File: src/rtl/serial_sub.sv
// rtl/serial_sub.sv - bit-serial WIDTH-bit subtractor (diff = a - b, LSB first) with start/busy/done handshake
module serial_sub #(
    parameter int WIDTH = 8
) (
    input  logic             clk,
    input  logic             rst,
    input  logic             start,
    input  logic [WIDTH-1:0] a,
    input  logic [WIDTH-1:0] b,
    output logic             busy,
    output logic             done,
    output logic [WIDTH-1:0] diff,
    output logic             bout,
    output logic             ovf
);

    localparam int CW = $clog2(WIDTH + 1);

    typedef enum logic [1:0] {
        IDLE,
        RUN,
        DONE
    } state_t;

    state_t           state;
    state_t           state_next;
    logic [WIDTH-1:0] sa;
    logic [WIDTH-1:0] sb;
    logic [WIDTH-2:0] sd;
    logic [WIDTH-1:0] sd_full;
    logic             borrow;
    logic [CW-1:0]    cnt;
    logic             a_msb;
    logic             b_msb;
    logic             d;
    logic             borrow_next;
    logic             last_bit;

    // One full-subtractor cell; sd_full is the result word including this cycle's bit.
    assign d           = sa[0] ^ sb[0] ^ borrow;
    assign borrow_next = (~sa[0] & sb[0]) | (~(sa[0] ^ sb[0]) & borrow);
    assign sd_full     = {d, sd};
    assign last_bit    = (cnt == CW'(WIDTH - 1));

    always_ff @(posedge clk) begin
        if (rst) begin
            state <= IDLE;
        end else begin
            state <= state_next;
        end
    end

    always_comb begin
        state_next = state;
        busy       = 1'b0;
        done       = 1'b0;
        case (state)
            IDLE: begin
                if (start) begin
                    state_next = RUN;
                end
            end
            RUN: begin
                busy = 1'b1;
                if (last_bit) begin
                    state_next = DONE;
                end
            end
            DONE: begin
                busy       = 1'b1;
                done       = 1'b1;
                state_next = IDLE;
            end
            default: state_next = IDLE;
        endcase
    end

    always_ff @(posedge clk) begin
        if (rst) begin
            sa     <= '0;
            sb     <= '0;
            sd     <= '0;
            borrow <= 1'b0;
            cnt    <= '0;
            a_msb  <= 1'b0;
            b_msb  <= 1'b0;
            diff   <= '0;
            bout   <= 1'b0;
            ovf    <= 1'b0;
        end else begin
            case (state)
                IDLE: begin
                    if (start) begin
                        sa     <= a;
                        sb     <= b;
                        borrow <= 1'b0;
                        cnt    <= '0;
                        a_msb  <= a[WIDTH-1];
                        b_msb  <= b[WIDTH-1];
                    end
                end
                RUN: begin
                    sa     <= sa >> 1;
                    sb     <= sb >> 1;
                    sd     <= sd_full[WIDTH-1:1];
                    borrow <= borrow_next;
                    cnt    <= cnt + 1'b1;
                    // Results are published only on the DONE-entry edge and hold until the next one.
                    if (last_bit) begin
                        diff <= sd_full;
                        bout <= borrow_next;
                        ovf  <= (a_msb != b_msb) && (d != a_msb);
                    end
                end
                default: ;
            endcase
        end
    end

endmodule

File: config.mk
export PLATFORM = sky130hd
export DESIGN_NAME = serial_sub
export DESIGN_NICKNAME = d
export VERILOG_FILES = /design/src/rtl/serial_sub.sv
export SDC_FILE = /design/constraint.sdc
export NUM_CORES = 1
export LEC_CHECK = 0
export BUFFER_PORTS_ARGS = -buffer_cell sky130_fd_sc_hd__buf_2
export CORE_UTILIZATION = 49
export CTS_CLUSTER_DIAMETER = 120
export DETAILED_ROUTE_END_ITERATION = 8
export GPL_ROUTABILITY_DRIVEN = 1
export PLACE_DENSITY = 0.75
export SYNTH_ARGS = -nofsm -noshare
export SYNTH_HDL_FRONTEND = slang
export SYNTH_SLANG_ARGS = --single-unit
File: constraint.sdc
create_clock -name clk -period 1.7 [get_ports clk]
set_clock_uncertainty 0.05 [all_clocks]
set_input_delay 0.085 -clock clk [delete_from_list [all_inputs] [get_ports clk]]
set_output_delay 0.085 -clock clk [all_outputs]
set_load 0.05 [all_outputs]
==> summary.txt <==
Critical path
  • Reg-to-Reg End: ovf
  • Crit-path slowest cell: fa_1
  • Worst setup EP type: flip-flop
  • Critical path required time: 1.85 ns
  • R2R cell count: 4
  • Crit path max-delay family: adder cells
  • Data arrival time of the critical path: 1.76 ns
  • CP max stage delay: 0.46 ns
  • Max FO, Critical Path: 2
  • CP Launch Type: flip-flop
  • Reg2reg setup slack: 0.09 ns
  • Cell Chain, Critical Path: inv_2 -> fa_1 -> or3b_4 -> a311oi_2
  • Buffers & Inverters on Critical Path: 1
  • CP Class: reg2reg
  • Worst r2r src: borrow

Die
  • Initial Utilization: 0.5332
  • Core footprint: 3468 um2
  • FP Rows: 21
  • Die height: 63.44 um
  • Die width: 63.44 um
  • Die Area: 4024 um2
  • I/O pin count: 31

Global routing
  • First-pass GRT wire length: 5.871 mm
  • GR Overflow Total: 0
  • GR Util All Layers: 0.1872
  • Vias in the first global route: 1334
  • Initial antenna violation count: 0
  • Largest net degree at the start of global routing: 31

Route
  • Post-Route WL: 3.416 mm
  • Antenna viol nets, final: 0
  • DRC: 0
  • Vias per cell: 5.299
  • Wire per inst: 12.29 um
  • Total number of vias: 1473
  • Initial drt markers: 105
  • 1st-pass router iterations: 4

Pwr
  • P_int: 1.517 mW
  • Psw: 0.5334 mW
  • Clk network pwr share: 0.317
  • Comb pwr share: 0.162
  • Flop pwr share: 0.520
  • Pwr/cell area: 944.9 nW/um2
  • Leak: 0.8826 nW
  • Worst VDD drop: 0.0006378 V
  • Total power: 2.050 mW
  • Switching share of power: 0.2602

Cells and area
  • Fin area: 2170 um2
  • Antenna Cells: 0
  • Fillers: 323
  • Area grow syn2layout: 17.32%
  • Fin nets: 255
  • Layout cells sized above 1: 0.2371
  • Commonest non-fill, non-tap cells in the layout: dfxtp_1 (41), buf_2 (30), nor2_1 (28)
  • Most common cell after layout, fill and taps aside: dfxtp_1

Worst hold path
  • Hold Startpoint: rst
  • Min-delay worst type: in2reg
  • Hold Path End: a_msb
  • Worst Hold Depth: 2

Timing
  • Fmax: 621.9 MHz
  • Total negative slack: 0 ns
  • Worst hold slack: 0.06588 ns
  • Final Setup Violations: 0
  • Final min period: 1.608 ns
  • Rel. slew slack: 0.7950
  • Slew Limit Fails: 0
  • Worst slew pin tran: 0.3074 ns
  • Final worst path period share: 0.9459
  • Final Hold Fails: 0

Run status
  • Status: finished, final reports clean

Clocking
  • Max clock buf depth: 2
  • CTS tree: built
  • Worst skew pair latency: 0.29 ns
  • Root Driver: clkbuf_8
  • Clk slew on worst S/H paths: 0.08 ns
  • Sink Count: 42
  • CTS H-tree depth: 2
  • Clock buffer count from CTS: 5

Job
  • Max cap viols: 0

Yosys
  • Post-synth EDFFs: 0
  • Cell area after synthesis: 1849 um2
  • Async SR Flop Fraction: 0
  • Post-synthesis sequential area ratio: 0.4547
  • Yosys cell types: 33
  • Synth top area share: 0.4547
  • Dominant cell type by area after synthesis: dfxtp_1
  • Synth Instances: 197
  • Cell types occupying the most area after synthesis: dfxtp_1 (45%), mux2i_1 (12%), a211oi_1 (6.5%), nor2_1 (5.7%), a21oi_1 (4.1%)
  • #FFs+latches synth: 42
  • Mapped Avg Cell Area: 9.387 um2
  • Synth warn: 0
  • Syn_nets: 221
  • Dominant synthesized flop cell: dfxtp_1

Placement
  • Cell Area, Placed: 2033 um2
  • Routability Congestion: 0.8025
  • IO buf count: 30
  • HPWL Detailed: 2.225 mm
==> cells by family after synthesis <==
group	after synthesis	share of synthesized area
buffers and inverters	21	0.06630
AOI/OAI and AO/OA	42	0.1543
and+or+nand+nor	64	0.1597
DFF	42	0.4547
adders and majority gates	5	0.03789
muxes	23	0.1272
==> worst max path at each step <==
stage | startpoint | end | depth (start not counted)
after floorplan | sb[0] | ovf | 4
after global placement | sb[0] | ovf | 4
after detailed placement | sb[0] | ovf | 4
after CTS | sb[0] | ovf | 4
after global routing | state[0] | sb[0] | 4
final | borrow | ovf | 4
==> worst register-to-register path, cell delays in order, from the launching register on <==
cell	delay, ns
dfxtp_2	0.33
inv_2	0.04
fa_1	0.46
or3b_4	0.38
a311oi_2	0.27
==> area by class of cell <==
type                       instances  area, um2  area share
clock buffer                       7      86.33     0.03979
clock inverter                     1      5.005    0.002307
inverter                           7      26.28     0.01211
multi-input combinational        135      910.9      0.4198
sequential                        42      842.1      0.3881
tap                               46      57.56     0.02653
timing repair buffer              40      241.5      0.1113
==> power groups by stage <==
stage          Clock (mW)  Combinational [mW]  Sequential (mW)
6_report            0.651               0.333             1.07
3_5_place_dp            0               0.307             1.09
5_1_grt             0.717               0.367             1.07
4_1_cts             0.671               0.310             1.07
3_3_place_gp            0               0.305             1.09
2_1_floorplan           0               0.255             1.08
==> stage by stage <==
step / instances / worst slack, ns / utilization
3_5_place_dp: 267 / 0.009412 / 0.5862
2_1_floorplan: 197 / 0.03920 / -
4_1_cts: 275 / 0.05249 / 0.6144
6_report: 278 / 0.09190 / 0.6255
5_1_grt: 278 / -0.0001037 / 0.6255
3_3_place_gp: 267 / 0.06329 / 0.5862
==> state kept, by name, indices dropped and copies added (netlist names) <==
name	flops
sb	8
sa	8
borrow	1
state	2
b_msb	1
diff	8
a_msb	1
sd	7
cnt	4
ovf	1
bout	1
==> routing by layer <==
metal	up-vias	routed length, um	part of all wire	GRT usage
li1	763	-	-	-
met1	674	1727	0.51	0.2506
met2	29	1456	0.43	0.2713
met3	7	161	0.047	0.05072
met4	0	70	0.020	0.09943
met5	-	0	0	0
==> repair_timing <==
item | 4_1_cts | 5_1_grt
hold buffers | 0 | 0
pin swaps | 1 | 2
setup buffers | 0 | 2
gates resized for setup | 1 | 6
cloned | 0 | 1
setup endpoints to repair | 1 | 10
endpoints found under the hold margin | 0 | 0
==> cell usage after synthesis, drive strengths merged (2+ instances only) <==
cell    number
o32ai        3
a211oi      16
mux2i       22
nor2b        3
clkbuf       6
inv          7
ha           4
buf          8
nand3        2
and3         2
nand2b       5
nand2       18
nor2        28
dfxtp       42
o21ai        2
a21oi       15
Power figures use the tool's default switching activity.
